**src/rtl/axi_wr_pkg.sv**
```systemverilog
// Shared types and encodings for the AXI write-channel to LiteDRAM native bridge.
package axi_wr_pkg;

   typedef enum logic [1:0] {
      IDLE  = 2'd0,
      BURST = 2'd1,
      RESP  = 2'd2
   } state_e;

   localparam logic [1:0] BURST_FIXED = 2'd0;
   localparam logic [1:0] BURST_INCR  = 2'd1;
   localparam logic [1:0] BURST_WRAP  = 2'd2;
   localparam logic [1:0] BURST_RSVD  = 2'd3;

   localparam logic [1:0] RESP_OKAY   = 2'd0;
   localparam logic [1:0] RESP_SLVERR = 2'd2;

   localparam int unsigned LEN_W = 8;
   localparam int unsigned CNT_W = 9;

   // Burst shape latched from AW for the life of one burst
   typedef struct packed {
      logic [LEN_W-1:0] len;
      logic [1:0]       burst;
   } burst_ctl_t;

   // Only power-of-two burst lengths can wrap
   function automatic logic is_wrap_len(input logic [LEN_W-1:0] len);
      return (len == 8'd1) || (len == 8'd3) || (len == 8'd7) || (len == 8'd15);
   endfunction

endpackage

```
**src/rtl/axi_burst_addr_next.sv**
```systemverilog
// Next native beat address for FIXED / INCR / WRAP bursts (reserved behaves as INCR).
module axi_burst_addr_next
   import axi_wr_pkg::*;
#(
   parameter int unsigned ADDR_W = 32
) (
   input  logic [ADDR_W-1:0] cur_i,
   input  logic [LEN_W-1:0]  len_i,
   input  logic [1:0]        burst_i,
   output logic [ADDR_W-1:0] next_o
);

   logic [ADDR_W-1:0] mask;
   logic [ADDR_W-1:0] inc;

   always_comb begin
      mask   = ADDR_W'(len_i);
      inc    = cur_i + ADDR_W'(1);
      next_o = inc;
      case (burst_i)
         BURST_FIXED: next_o = cur_i;
         BURST_WRAP:  next_o = (cur_i & ~mask) | (inc & mask);
         default:     next_o = inc;
      endcase
   end

endmodule

```
**src/rtl/axi_wr_native_bridge.sv**
```systemverilog
// AXI4 AW/W/B responder issuing per-beat LiteDRAM native write commands and data.
// Optional B response checking is enabled by defining AXI_WR_BRESP_CHECK_EN.
module axi_wr_native_bridge
   import axi_wr_pkg::*;
#(
   parameter int unsigned ADDR_W     = 32,
   parameter int unsigned DATA_W     = 256,
   parameter int unsigned ID_W       = 1,
   parameter int unsigned BEAT_SHIFT = 5
) (
   input  logic                clk,
   input  logic                rst,
   input  logic                axi_aw_valid,
   output logic                axi_aw_ready,
   input  logic [ADDR_W-1:0]   axi_aw_payload_addr,
   input  logic [1:0]          axi_aw_payload_burst,
   input  logic [7:0]          axi_aw_payload_len,
   input  logic [3:0]          axi_aw_payload_size,
   input  logic [ID_W-1:0]     axi_aw_payload_id,
   input  logic                axi_w_valid,
   output logic                axi_w_ready,
   input  logic                axi_w_last,
   input  logic [DATA_W-1:0]   axi_w_payload_data,
   input  logic [DATA_W/8-1:0] axi_w_payload_strb,
   output logic                axi_b_valid,
   input  logic                axi_b_ready,
   output logic [1:0]          axi_b_payload_resp,
   output logic [ID_W-1:0]     axi_b_payload_id,
   output logic                native_cmd_valid,
   input  logic                native_cmd_ready,
   output logic                native_cmd_payload_we,
   output logic [ADDR_W-1:0]   native_cmd_payload_addr,
   output logic                wdata_valid,
   input  logic                wdata_ready,
   output logic [DATA_W-1:0]   wdata_payload_data,
   output logic [DATA_W/8-1:0] wdata_payload_we
);

   state_e            state_q, state_d;
   logic [ADDR_W-1:0] addr_q, addr_d;
   burst_ctl_t        ctl_q, ctl_d;
   logic [ID_W-1:0]   id_q, id_d;
   logic [CNT_W-1:0]  cmd_cnt_q, cmd_cnt_d;
   logic [CNT_W-1:0]  dat_cnt_q, dat_cnt_d;

   logic [ADDR_W-1:0] next_addr;
   logic [CNT_W-1:0]  len_ext;
   logic              cmd_open, dat_open;
   logic              aw_fire, cmd_fire, w_fire;

   axi_burst_addr_next #(
      .ADDR_W (ADDR_W)
   ) u_addr_next (
      .cur_i   (addr_q),
      .len_i   (ctl_q.len),
      .burst_i (ctl_q.burst),
      .next_o  (next_addr)
   );

   // Command and data sides drain independently, each bounded to len+1 beats
   assign len_ext  = CNT_W'(ctl_q.len);
   assign cmd_open = (state_q == BURST) && (cmd_cnt_q <= len_ext);
   assign dat_open = (state_q == BURST) && (dat_cnt_q <= len_ext);

   assign axi_aw_ready            = (state_q == IDLE);
   assign native_cmd_valid        = cmd_open;
   assign native_cmd_payload_we   = cmd_open;
   assign native_cmd_payload_addr = addr_q;
   assign axi_w_ready             = dat_open & wdata_ready;
   assign wdata_valid             = dat_open & axi_w_valid;
   assign wdata_payload_data      = axi_w_payload_data;
   assign wdata_payload_we        = axi_w_payload_strb;
   assign axi_b_valid             = (state_q == RESP);
   assign axi_b_payload_id        = id_q;

   assign aw_fire  = axi_aw_valid & axi_aw_ready;
   assign cmd_fire = native_cmd_valid & native_cmd_ready;
   assign w_fire   = axi_w_valid & axi_w_ready;

   always_comb begin
      state_d   = state_q;
      addr_d    = addr_q;
      ctl_d     = ctl_q;
      id_d      = id_q;
      cmd_cnt_d = cmd_cnt_q;
      dat_cnt_d = dat_cnt_q;
      case (state_q)
         IDLE: begin
            if (aw_fire) begin
               addr_d      = axi_aw_payload_addr >> BEAT_SHIFT;
               ctl_d.len   = axi_aw_payload_len;
               ctl_d.burst = axi_aw_payload_burst;
               id_d        = axi_aw_payload_id;
               cmd_cnt_d   = '0;
               dat_cnt_d   = '0;
               state_d     = BURST;
            end
         end
         BURST: begin
            if (cmd_fire) begin
               cmd_cnt_d = cmd_cnt_q + CNT_W'(1);
               addr_d    = next_addr;
            end
            if (w_fire) begin
               dat_cnt_d = dat_cnt_q + CNT_W'(1);
            end
            // Same-cycle final handshakes are already folded into the _d counts
            if ((cmd_cnt_d > len_ext) && (dat_cnt_d > len_ext)) begin
               state_d = RESP;
            end
         end
         RESP: begin
            if (axi_b_ready) begin
               state_d = IDLE;
            end
         end
         default: state_d = IDLE;
      endcase
   end

   always_ff @(posedge clk) begin
      if (!rst) begin
         state_q   <= IDLE;
         addr_q    <= '0;
         ctl_q     <= '0;
         id_q      <= '0;
         cmd_cnt_q <= '0;
         dat_cnt_q <= '0;
      end else begin
         state_q   <= state_d;
         addr_q    <= addr_d;
         ctl_q     <= ctl_d;
         id_q      <= id_d;
         cmd_cnt_q <= cmd_cnt_d;
         dat_cnt_q <= dat_cnt_d;
      end
   end

`ifdef AXI_WR_BRESP_CHECK_EN
   logic err_q, err_d;
   logic aw_err, w_err;

   // Protocol violations are sticky for the burst and only change the B response
   always_comb begin
      aw_err = (axi_aw_payload_burst == BURST_RSVD) ||
               (axi_aw_payload_size != 4'(BEAT_SHIFT)) ||
               ((axi_aw_payload_burst == BURST_WRAP) && !is_wrap_len(axi_aw_payload_len));
      w_err  = axi_w_last != (dat_cnt_q == len_ext);
      err_d  = err_q;
      if ((state_q == IDLE) && aw_fire) begin
         err_d = aw_err;
      end else if ((state_q == BURST) && w_fire && w_err) begin
         err_d = 1'b1;
      end
   end

   always_ff @(posedge clk) begin
      if (!rst) begin
         err_q <= 1'b0;
      end else begin
         err_q <= err_d;
      end
   end

   assign axi_b_payload_resp = ((state_q == RESP) && err_q) ? RESP_SLVERR : RESP_OKAY;
`else
   logic unused_chk;

   assign unused_chk         = ^{axi_aw_payload_size, axi_w_last};
   assign axi_b_payload_resp = RESP_OKAY;
`endif

endmodule

```
**config.mk**
```make
export PLATFORM = sky130hd
export DESIGN_NAME = axi_wr_native_bridge
export DESIGN_NICKNAME = d
export VERILOG_FILES = /design/src/rtl/axi_wr_pkg.sv /design/src/rtl/axi_burst_addr_next.sv /design/src/rtl/axi_wr_native_bridge.sv
export SDC_FILE = /design/constraint.sdc
export NUM_CORES = 1
export LEC_CHECK = 0
export CAP_MARGIN = 30
export CORE_AREA = 2 2 265 267
export DETAILED_ROUTE_END_ITERATION = 6
export DIE_AREA = 0 0 267 269
export PLACE_DENSITY = 0.46
export SLEW_MARGIN = 20
export SYNTH_ARGS = -nofsm -noshare
export SYNTH_HDL_FRONTEND = slang
export SYNTH_HIERARCHICAL = 1
export SYNTH_SLANG_ARGS = --single-unit
```
**constraint.sdc**
```tcl
create_clock -name clk -period 11.4 [get_ports clk]
set_clock_uncertainty 0.1 [all_clocks]
set_input_delay 1.71 -clock clk [delete_from_list [all_inputs] [get_ports clk]]
set_output_delay 1.71 -clock clk [all_outputs]
set_load 0.005 [all_outputs]
```
==> run_summary.xml <==
<?xml version="1.0" encoding="UTF-8"?>
<metrics>
  <group name="run_status">
    <metric name="status" unit="">complete, no violations</metric>
  </group>
  <group name="logic_synthesis">
    <metric name="yosys_warnings" unit="">6</metric>
    <metric name="synth_cells" unit="">845</metric>
    <metric name="yosysSeqAreaShare" unit="%">18.3</metric>
    <metric name="post_synth.cell_area_avg" unit="sq um">8.16</metric>
    <metric name="yosysTopAreaCell" unit="">buf_4</metric>
    <metric name="post_synth_num_cell_types" unit="">65</metric>
    <metric name="netlist_area" unit="sq um">6890</metric>
    <metric name="synth_edf_count" unit="">0</metric>
    <metric name="area_share_of_the_largest_cell_type_after_synthesis" unit="%">32.0</metric>
    <metric name="async_reset_ff_share" unit="%">0</metric>
    <metric name="yosys_register_bits" unit="">63</metric>
    <metric name="cell_types_occupying_the_most_area_after_synthesis" unit="">buf_4 32%, dfxtp_1 18%, ha_1 6.4%</metric>
    <metric name="synth_flop_cell" unit="">dfxtp_1</metric>
  </group>
  <group name="routing">
    <metric name="drc_errors" unit="">0</metric>
    <metric name="avgViaCountPerCell" unit="">3.17</metric>
    <metric name="totalWireLength" unit="mm">25.0</metric>
    <metric name="detail_route.wl_per_cell" unit="um">15.9</metric>
    <metric name="via_count" unit="">4981</metric>
    <metric name="dr.first_iter.drc_count" unit="">185</metric>
    <metric name="drt.antenna.violating_nets" unit="">0</metric>
    <metric name="drt_pre_antenna_iters" unit="">4</metric>
  </group>
  <group name="setup_path">
    <metric name="cp_cell_sequence" unit="">inv_1 -&gt; ha_1 -&gt; a21o_1 -&gt; a211o_1 -&gt; o211ai_1 -&gt; buf_4 -&gt; and3_1 -&gt; clkdlybuf4s50_1</metric>
    <metric name="data_arrival_time_of_the_worst_path" unit="ps">3040</metric>
    <metric name="worstSetupStartpointType" unit="">flip-flop</metric>
    <metric name="critPathSlowestCell" unit="">clkdlybuf4s50_1</metric>
    <metric name="worstPathBufferInverterCount" unit="">3</metric>
    <metric name="cp_top_family" unit="">buffers and inverters</metric>
    <metric name="critPathMaxFanout" unit="">5</metric>
    <metric name="cp_slowest_stage_delay" unit="ps">530</metric>
    <metric name="setup.worst_path.class" unit="">reg -&gt; out</metric>
    <metric name="critPathCaptureType" unit="">output port</metric>
    <metric name="critPathRequiredTime" unit="ps">9590</metric>
  </group>
  <group name="cts">
    <metric name="cts_post_setup_buffers_inserted" unit="">0</metric>
    <metric name="cts_repair_resize_count" unit="">0</metric>
    <metric name="cts-root-buf" unit="">clkbuf_16</metric>
    <metric name="cts_buffers" unit="">9</metric>
    <metric name="clock_tree_from_tritoncts" unit="">yes</metric>
    <metric name="worst_skew_pair.late_latency" unit="ps">340</metric>
    <metric name="ctsLongestPathBuffers" unit="">2</metric>
    <metric name="clock-sinks" unit="">63</metric>
    <metric name="clk_pin_slew" unit="ps">60</metric>
    <metric name="cts_hold_buffers" unit="">0</metric>
    <metric name="htree_levels" unit="">3</metric>
  </group>
  <group name="pwr">
    <metric name="power_frac_comb" unit="%">30.4</metric>
    <metric name="clock_group_share_of_total_power" unit="%">33.5</metric>
    <metric name="power_density" unit="nW/um^2">111</metric>
    <metric name="netSwitchingFraction" unit="%">34.4</metric>
    <metric name="total_switching_power" unit="mW">0.264</metric>
    <metric name="pwr-share-seq" unit="%">36.1</metric>
    <metric name="irDropWorstVdd" unit="uV">71.5</metric>
    <metric name="cell_internal_pwr" unit="mW">0.503</metric>
    <metric name="static-leakage-power" unit="nW">2.67</metric>
    <metric name="p_total" unit="mW">0.767</metric>
  </group>
  <group name="flow_run">
    <metric name="drv_cap" unit="">0</metric>
  </group>
  <group name="global_route">
    <metric name="first_global_vias" unit="">4975</metric>
    <metric name="grt_max_degree" unit="">60</metric>
    <metric name="global_route_wire_length_before_repair" unit="mm">35.0</metric>
    <metric name="grt_usage" unit="%">6.55</metric>
    <metric name="globalRoute.totalOverflow" unit="">0</metric>
    <metric name="grt_antenna_before_repair" unit="">0</metric>
  </group>
  <group name="cells_and_area">
    <metric name="layout_commonest_cell" unit="">clkdlybuf4s50_1</metric>
    <metric name="fin_nets" unit="">1004</metric>
    <metric name="drive_gt1_share" unit="%">6.18</metric>
    <metric name="area_delta_synth_final" unit="%">0.436</metric>
    <metric name="n_fill_cell" unit="">8023</metric>
    <metric name="layout.cells.most_common_list" unit="">82 x clkdlybuf4s50_1, 63 x dfxtp_1, 56 x nand2_1</metric>
  </group>
  <group name="timing">
    <metric name="setup_viol" unit="">0</metric>
    <metric name="maxSlewViolCount" unit="">0</metric>
    <metric name="rsz0062_at_grt" unit="">no</metric>
    <metric name="worst_hold_slack" unit="ps">377</metric>
    <metric name="post-route-period-util" unit="%">42.5</metric>
    <metric name="tightestPinTransition" unit="ps">780</metric>
    <metric name="finalHoldViolCount" unit="">0</metric>
    <metric name="slew_headroom" unit="%">47.7</metric>
    <metric name="setup_tns" unit="ps">0</metric>
    <metric name="max_clock_freq" unit="GHz">0.206</metric>
    <metric name="final_period_minus_worst_setup_slack" unit="ps">4850</metric>
  </group>
  <group name="die">
    <metric name="die-width" unit="um">267</metric>
    <metric name="dieArea" unit="sq um">71800</metric>
    <metric name="fp-row-count" unit="">97</metric>
    <metric name="effective_utilization_at_floorplan" unit="%">9.95</metric>
    <metric name="core-area" unit="sq um">69300</metric>
    <metric name="pin_count" unit="">672</metric>
    <metric name="die_height" unit="um">269</metric>
  </group>
  <group name="min_path">
    <metric name="holdCritPathClass" unit="">reg -&gt; reg</metric>
  </group>
  <group name="place">
    <metric name="place_congestion" unit="">0.814</metric>
    <metric name="dp.final_hpwl" unit="mm">19.3</metric>
    <metric name="portbufs" unit="">83</metric>
  </group>
</metrics>
-- cell usage after synthesis (all sizes together), types with 2 or more instances --
cell type and number:
and3 10, and4 6, xor2 14, a41oi 2
ha 35, and2 7, o211ai 10, dfxtp 63
o21a 2, nor4 4, o221ai 2, o22ai 2
buf 302, a21oi 16, o21bai 2, nor3 10
a2111oi 2, nand3 31, nor2 19, mux2i 28
nand4b 3, nand2 57, nand4 17, a211oi 3
o211a 31, xnor2 30, clkbuf 20, nand2b 4
a31oi 9, nand3b 2, a21boi 20, inv 18
a21o 5, o21ai 36, mux2 2, nor2b 4
-- cell families (layout without fill, tap and decap cells) --
kind of cell | after synthesis | count (layout) | synth area share (%)
mux | 30 | 30 | 4.39
fa+ha+maj | 35 | 35 | 6.35
other cells | 1 | 3 | 0.0544
flops | 63 | 63 | 18.3
xor+xnor | 44 | 44 | 5.59
simple gates | 180 | 180 | 14.3
compound gates | 152 | 152 | 16.4
buf+inv | 340 | 125 | 34.7
-- power by group through the flow --
stage	sequential [mW]	combinational (mW)	clock, mW
after floorplan	0.272	0.214	0
after global placement	0.281	0.230	0
after detailed placement	0.282	0.233	0
after CTS	0.277	0.235	0.266
after global routing	0.281	0.256	0.274
final	0.277	0.233	0.257
-- worst register-to-register path, cell delays in order, from the launching register on --
cell and delay, ps:
dfxtp_1 340, inv_1 150, ha_1 380, a211oi_2 270, nand2_1 130, a2111oi_4 460, o211ai_2 400, or3_4 510
xnor2_1 210, ha_1 300, a2111oi_0 460, o221ai_1 200, a31o_2 270, o22ai_1 260, o21ai_0 130
-- flip-flops by register name (all words and copies together) (netlist names) --
name                     cells
dat_cnt_q                    9
native_cmd_payload_addr     32
axi_b_payload_id             1
cmd_cnt_q                    9
state_q                      2
ctl_q                       10
-- through the flow --
stage	area (sq um)	instances	setup slack [ps]	util, %
6_report	6920	1572	6550	9.99
5_1_grt	6920	1571	6340	9.99
2_1_floorplan	6900	846	7480	-
4_1_cts	6910	1570	6190	9.98
3_5_place_dp	6650	1554	6270	9.59
3_3_place_gp	6630	1553	6280	9.56
-- routing by layer --
metal | vias up | share of wire, % | GRT usage [%]
met1 | 2302 | 36 | 6.59
met4 | 0 | 9.1 | 6.04
met3 | 155 | 14 | 3.59
met5 | - | 0 | 0.203
li1 | 2202 | - | -
met2 | 322 | 41 | 9.68
-- path summary, 6_finish.rpt --
check              startpoint                to  slack [ps]  cells past startpoint
max                  ctl_q[8]       wdata_valid        6550                      8
min          axi_b_payload_id  axi_b_payload_id         380                      2
max reg2reg          ctl_q[9]        state_q[1]        6700                     14
min reg2reg  axi_b_payload_id  axi_b_payload_id         380                      2
-- area by class of cell --
cell class,count,area (sq um),share of cell area (%)
clock buffer,11,233,3.36
timing repair buffer,91,898,13.0
multi-input combinational,443,3250,46.9
inverter,18,67.6,0.976
clock inverter,5,35.0,0.506
sequential,63,1260,18.2
antenna,1,2.50,0.0361
tap,940,1180,17.0
Power figures use the tool's default switching activity.
